### src/rtl/gmii_tx_ifg_arbiter.sv
// gmii_tx_ifg_arbiter: round-robin two-source GMII TX arbiter with inter-frame gap and runaway-frame truncation.
// Defining TX_ARB_STATS_EN adds per-source frame counters and a truncation counter.
module gmii_tx_ifg_arbiter #(
    parameter int IFG_BYTES       = 12,
    parameter int GRANT_TIMEOUT   = 64,
    parameter int MAX_FRAME_BYTES = 1534
) (
    input  logic        gmii_tx_clk,
    input  logic        rst,
    input  logic        s0_req,
    output logic        s0_gnt,
    input  logic [7:0]  s0_txd,
    input  logic        s0_txen,
    input  logic        s1_req,
    output logic        s1_gnt,
    input  logic [7:0]  s1_txd,
    input  logic        s1_txen,
    output logic [7:0]  gmii_txd,
    output logic        gmii_txen,
    output logic        gmii_txer,
    output logic        busy,
    output logic        frame_done,
`ifdef TX_ARB_STATS_EN
    output logic [15:0] s0_frame_cnt,
    output logic [15:0] s1_frame_cnt,
    output logic [15:0] trunc_cnt,
`endif
    output logic        trunc_err
);
    typedef enum logic [2:0] {IDLE, GRANT_WAIT, PASS, DRAIN, IFG} state_t;
    state_t      state;
    logic        cur, last_served, pick, sel_txen;
    logic [7:0]  sel_txd, wait_cnt, ifg_cnt;
    logic [10:0] byte_cnt;
    assign sel_txen = cur ? s1_txen : s0_txen;
    assign sel_txd  = cur ? s1_txd : s0_txd;
    assign pick     = (s0_req && s1_req) ? !last_served : s1_req;
    assign busy     = state != IDLE;
    always_ff @(posedge gmii_tx_clk) begin
        if (rst) begin
            state       <= IDLE;
            cur         <= 1'b0;
            last_served <= 1'b0;
            s0_gnt      <= 1'b0;
            s1_gnt      <= 1'b0;
            gmii_txd    <= '0;
            gmii_txen   <= 1'b0;
            gmii_txer   <= 1'b0;
            frame_done  <= 1'b0;
            trunc_err   <= 1'b0;
            wait_cnt    <= '0;
            ifg_cnt     <= '0;
            byte_cnt    <= '0;
        end else begin
            frame_done <= 1'b0;
            trunc_err  <= 1'b0;
            gmii_txer  <= 1'b0;
            case (state)
                IDLE: if (s0_req || s1_req) begin
                    cur      <= pick;
                    s0_gnt   <= !pick;
                    s1_gnt   <= pick;
                    wait_cnt <= '0;
                    state    <= GRANT_WAIT;
                end
                GRANT_WAIT: if (sel_txen) begin
                    gmii_txd  <= sel_txd;
                    gmii_txen <= 1'b1;
                    byte_cnt  <= 11'd1;
                    state     <= PASS;
                end else if (wait_cnt == 8'(GRANT_TIMEOUT - 1)) begin
                    s0_gnt      <= 1'b0;
                    s1_gnt      <= 1'b0;
                    last_served <= cur;
                    state       <= IDLE;
                end else begin
                    wait_cnt <= wait_cnt + 8'd1;
                end
                PASS: if (!sel_txen) begin
                    gmii_txd    <= '0;
                    gmii_txen   <= 1'b0;
                    frame_done  <= 1'b1;
                    s0_gnt      <= 1'b0;
                    s1_gnt      <= 1'b0;
                    last_served <= cur;
                    ifg_cnt     <= 8'(IFG_BYTES);
                    state       <= IFG;
                end else begin
                    gmii_txd  <= sel_txd;
                    gmii_txen <= 1'b1;
                    byte_cnt  <= byte_cnt + 11'd1;
                    // the byte that reaches the limit still goes out, flagged as errored
                    if (byte_cnt == 11'(MAX_FRAME_BYTES - 1)) begin
                        gmii_txer   <= 1'b1;
                        trunc_err   <= 1'b1;
                        s0_gnt      <= 1'b0;
                        s1_gnt      <= 1'b0;
                        last_served <= cur;
                        state       <= DRAIN;
                    end
                end
                DRAIN: begin
                    gmii_txd  <= '0;
                    gmii_txen <= 1'b0;
                    if (!sel_txen) begin
                        ifg_cnt <= 8'(IFG_BYTES);
                        state   <= IFG;
                    end
                end
                IFG: if (ifg_cnt == 8'd0) state <= IDLE;
                     else ifg_cnt <= ifg_cnt - 8'd1;
                default: state <= IDLE;
            endcase
        end
    end
`ifdef TX_ARB_STATS_EN
    // last_served already names the source whose frame_done is pulsing
    always_ff @(posedge gmii_tx_clk) begin
        if (rst) begin
            s0_frame_cnt <= '0;
            s1_frame_cnt <= '0;
            trunc_cnt    <= '0;
        end else begin
            if (frame_done && !last_served) s0_frame_cnt <= s0_frame_cnt + 16'd1;
            if (frame_done && last_served) s1_frame_cnt <= s1_frame_cnt + 16'd1;
            if (trunc_err) trunc_cnt <= trunc_cnt + 16'd1;
        end
    end
`endif
endmodule
### config.mk
export PLATFORM = sky130hd
export DESIGN_NAME = gmii_tx_ifg_arbiter
export DESIGN_NICKNAME = d
export VERILOG_FILES = /design/src/rtl/gmii_tx_ifg_arbiter.sv
export SDC_FILE = /design/constraint.sdc
export NUM_CORES = 1
export LEC_CHECK = 0
export ABC_CLOCK_PERIOD_IN_PS = 2400
export CAP_MARGIN = 10
export CORE_MARGIN = 2
export CORE_UTILIZATION = 25
export DETAILED_ROUTE_END_ITERATION = 6
export GPL_TIMING_DRIVEN = 0
export SYNTH_ARGS = -nofsm -noshare
export SYNTH_HDL_FRONTEND = slang
export SYNTH_SLANG_ARGS = --single-unit
### constraint.sdc
create_clock -name gmii_tx_clk -period 2.4 [get_ports gmii_tx_clk]
set_clock_uncertainty 0.05 [all_clocks]
set_input_delay 0.6 -clock gmii_tx_clk [delete_from_list [all_inputs] [get_ports gmii_tx_clk]]
set_output_delay 0.6 -clock gmii_tx_clk [all_outputs]
set_load 0.02 [all_outputs]
==> summary.txt <==
Status
  – Status: completed

GRT
  – Gr usage total: 0.1166
  – Largest net degree at the start of global routing: 15
  – Number of global-route vias before repair: between 2,000 and 2,500
  – Wire length of the first global-routing pass: just under 10,000 µm
  – Antenna violations before repair: 0
  – Global route overflow: 0

Cells and area
  – Count of nets after finishing: around 350
  – Layout area overhead: 25.88%
  – Layout cell share with drive strength beyond 1: 0.1000
  – Area occupied by multi-input gates: roughly 0.0014 mm²
  – Fill count: around 970
  – Count of inserted antenna diode cells: 0
  – Sequential cell area: around 900 µm²
  – Post-route design area: approximately 0.0030 mm²

Power
  – Worst VDD drop: approximately 0.00038 V
  – Share of total power in the clock network: 0.306
  – Sequential cell fraction of total power: 0.425
  – Fraction of power consumed by combinational cells: 0.269
  – Net switching fraction of the power: 0.3078
  – Leakage power figure: a little over 1 nW
  – Total power consumption of the routed design: just under 0.002 W
  – Internal Dissipation: 0.001363 W
  – Psw: around 0.0006 W
  – Power density of the placed cells: roughly 660 mW/mm²

Logic synthesis
  – Post-synthesis sequential area ratio: 0.3803
  – Share of synthesized area spent on multiplexers: 0.09033
  – Number of warnings reported in the yosys synthesis log: 0
  – Xor and xnor fraction of the mapped netlist area: 0.01479
  – EDFF count, synth: 0
  – Area contributors post-synth: sky130_fd_sc_hd__dfxtp_1, sky130_fd_sc_hd__nand2_1, sky130_fd_sc_hd__mux2_2, sky130_fd_sc_hd__nor2_1, sky130_fd_sc_hd__a21oi_1
  – Post-synth cell types: 50
  – Proportion of register bits with asynchronous set or reset after synthesis: 0
  – Largest family of logic cells by synthesized area: simple AND/OR/NAND/NOR gates
  – Top_reg_cell synth: sky130_fd_sc_hd__dfxtp_1
  – Biggest area consumer among synthesized cells: sky130_fd_sc_hd__dfxtp_1
  – Post-Syn Instances: around 280
  – Number of storage elements in the synthesis netlist: 45
  – Fraction of the mapped netlist area in compound gates: 0.2055
  – Net count after synthesis: about 300
  – Portion of synthesized cell area occupied by the leading cell type: 0.3803
  – Post-Synth Adder-Cell Area: 0.02641
  – Synthesized cell area: ~0.0024 mm²
  – Post-synthesis share of cell area spent on and, or, nand and nor gates: 0.2430
  – Mean Syn Cell Area: approximately 8.6 µm²

Placed design
  – Final HPWL from detailed placement: about 4100 µm
  – IO Port Bufs: 35
  – Cell area after placement: 0.002858 mm²
  – Routability congestion estimate: between 0.8 and 0.9

Die
  – Chip Height: roughly 100 µm
  – Area enclosed by the die boundary: 0.01027 mm²
  – Initial Util: 0.2576
  – Placeable Area: between 0.009 and 0.01 mm²
  – DIE WIDTH: ~100 µm
  – Io pins: 37
  – Count of standard-cell rows: 35

Critical path
  – Nature of the critical path startpoint: input pin
  – Nature of the critical path endpoint: flip-flop
  – Required time at the endpoint of the critical path: 2.59 ns
  – Path depth of the worst reg2reg path: 5
  – Max FO, Critical Path: 10
  – Critical path data arrival time: 2.45 ns
  – Path type of the worst setup path: input pin to flip-flop

STA
  – Count of pins over their slew limit: 0
  – Final worst path period need: 2.264 ns
  – Count of final hold-check violations: 0
  – Hold slack: roughly 0.42 ns
  – Worst-margin pin slew: 0.8340 ns
  – Slew margin rel.: 0.4428
  – Setup repair after global routing missed its margin: no
  – Ratio of final minimum period to clock period: 0.9434
  – Final setup violation count: 0
  – Summed negative setup slack over all endpoints: 0 ns
  – Max frequency: between 0.4 and 0.5 GHz

CTS
  – Skew-Pair Late Insertion Delay: roughly 0.30 ns
  – Reg clk slew, reported paths: ~0.090 ns
  – CTS Buffer Depth: 2
  – Hold-fix buffers at CTS: 0
  – Cells resized by post-CTS repair: 1
  – Htree depth: 2
  – Setup repair bufs after CTS: 0
  – Root Driver: sky130_fd_sc_hd__clkbuf_8
  – Number of buffers created by CTS: 5
  – CTS tree: done
  – Number of sinks on the clock net: between 40 and 50

Worst hold path
  – Worst hold stages: 2
  – Path type of the worst min-delay path: flip-flop to flip-flop

Drt
  – Number of vias per cell after detailed routing: a little over 5
  – 1st-iter DRT viols: 147
  – Routed wire length: 5628 µm
  – Iteration count of the initial detailed-routing pass: 5
  – Post-detailed-route count of antenna-violating nets: 0
  – Routed vias: 2,186
  – Wire length per cell after detailed routing: approximately 13 µm
  – DRC violations left: 0

Flow run
  – Max-capacitance violation count: 0
## power by group through the flow
stage          clock network [W]  logic [W]  registers, W
6_report                0.000602   0.000530      0.000838
5_1_grt                 0.000654   0.000589      0.000845
4_1_cts                 0.000616   0.000531      0.000838
3_5_place_dp                   0   0.000532      0.000854
3_3_place_gp                   0   0.000529      0.000853
2_1_floorplan                  0   0.000321      0.000881
## stage by stage
step,setup WS (ns),utilization,instances
after global placement,-0.3085,0.3107,423
final,0.1359,0.3242,431
after floorplan,0.5304,-,277
after detailed placement,-0.3058,0.3107,423
after CTS,0.01235,0.3237,431
after global routing,0.01247,0.3242,431
## worst max-delay path: stages
cell and delay, ns:
sky130_fd_sc_hd__clkdlybuf4s50_1 0.46, sky130_fd_sc_hd__mux2i_4 0.33, sky130_fd_sc_hd__o21ai_0 0.26, sky130_fd_sc_hd__a2111oi_0 0.57, sky130_fd_sc_hd__mux2i_1 0.23
## routing by layer
layer  vias to the layer above  GRT usage  share of wire  routed length, µm
met5                         -          0              0                  0
met4                         0    0.02807         0.0068                 38
met3                         4    0.03244          0.048                270
met2                        56     0.1885           0.46               2592
met1                      1019     0.1545           0.48               2726
li1                       1107          -              -                  -
## flip-flops by register name, summed over array words and instances (netlist names)
register / count
s1_gnt: 1
last_served: 1
frame_done: 1
state: 3
wait_cnt: 8
s0_gnt: 1
ifg_cnt: 8
gmii_txen: 1
trunc_err: 1
gmii_txd: 8
byte_cnt: 11
cur: 1
## synthesized netlist by cell type, drive strengths merged (2+ instances only)
master	n
a2111o	4
a2111oi	3
a211oi	2
a21oi	18
a221oi	2
a22oi	8
a31oi	3
and2	3
buf	6
clkbuf	8
dfxtp	45
ha	5
inv	7
mux2	9
mux2i	10
nand2	31
nand2b	7
nand3	7
nand4	6
nor2	25
nor2b	2
nor3	9
nor3b	3
nor4	3
o2111ai	4
o211ai	5
o21a	4
o21ai	9
o31ai	2
or2	2
or3	5
or3b	3
or4	4
xnor2	2
xor2	2
## worst paths after layout
path                                       startpoint                  endpoint  slack, ns
worst min-delay path              s1_gnt$_SDFFE_PP0P_       s1_gnt$_SDFFE_PP0P_       0.42
worst max register to register  state[0]$_SDFFE_PP0P_     state[0]$_SDFFE_PP0P_       0.29
worst min register to register    s1_gnt$_SDFFE_PP0P_       s1_gnt$_SDFFE_PP0P_       0.42
worst max-delay path                          s0_txen  wait_cnt[7]$_SDFFE_PP0P_       0.14
## cell families (layout without fill, tap and decap cells)
family	count (synthesis)	count (layout)
AOI/OAI and AO/OA	70	70
buffers and inverters	21	64
and+or+nand+nor	113	113
xor gates and xnor gates	4	4
DFF	45	45
muxes	19	19
adders and majority gates	5	5
## cell type report
type	count	area share
clock buffers	6	0.02770
clock inverters	2	0.01259
plain buffers	14	0.02266
inverters	7	0.008812
flip-flops and latches	45	0.3021
well taps	111	0.04658
repair buffers	35	0.1171
multi-input cells	211	0.4624
## placed cells by master, fill, tap and decap left out, types with 3 or more instances in the layout
cell                               n
sky130_fd_sc_hd__a2111o_1          4
sky130_fd_sc_hd__a21oi_1          17
sky130_fd_sc_hd__a22oi_1           8
sky130_fd_sc_hd__a31oi_1           3
sky130_fd_sc_hd__and2_1            3
sky130_fd_sc_hd__buf_2             3
sky130_fd_sc_hd__clkbuf_1          8
sky130_fd_sc_hd__clkbuf_8          6
sky130_fd_sc_hd__clkdlybuf4s50_1  34
sky130_fd_sc_hd__dfxtp_1          45
sky130_fd_sc_hd__ha_1              5
sky130_fd_sc_hd__inv_1             7
sky130_fd_sc_hd__mux2_2            9
sky130_fd_sc_hd__mux2i_1           9
sky130_fd_sc_hd__nand2_1          31
sky130_fd_sc_hd__nand2b_1          7
sky130_fd_sc_hd__nand3_1           7
sky130_fd_sc_hd__nand4_1           6
sky130_fd_sc_hd__nor2_1           25
sky130_fd_sc_hd__nor3_1            8
sky130_fd_sc_hd__nor3b_1           3
sky130_fd_sc_hd__nor4_1            3
sky130_fd_sc_hd__o2111ai_1         4
sky130_fd_sc_hd__o211ai_1          5
sky130_fd_sc_hd__o21a_1            4
sky130_fd_sc_hd__o21ai_0           9
sky130_fd_sc_hd__or3_1             5
sky130_fd_sc_hd__or3b_2            3
sky130_fd_sc_hd__or4_1             3
No activity file was read; power rests on OpenSTA's default activity.
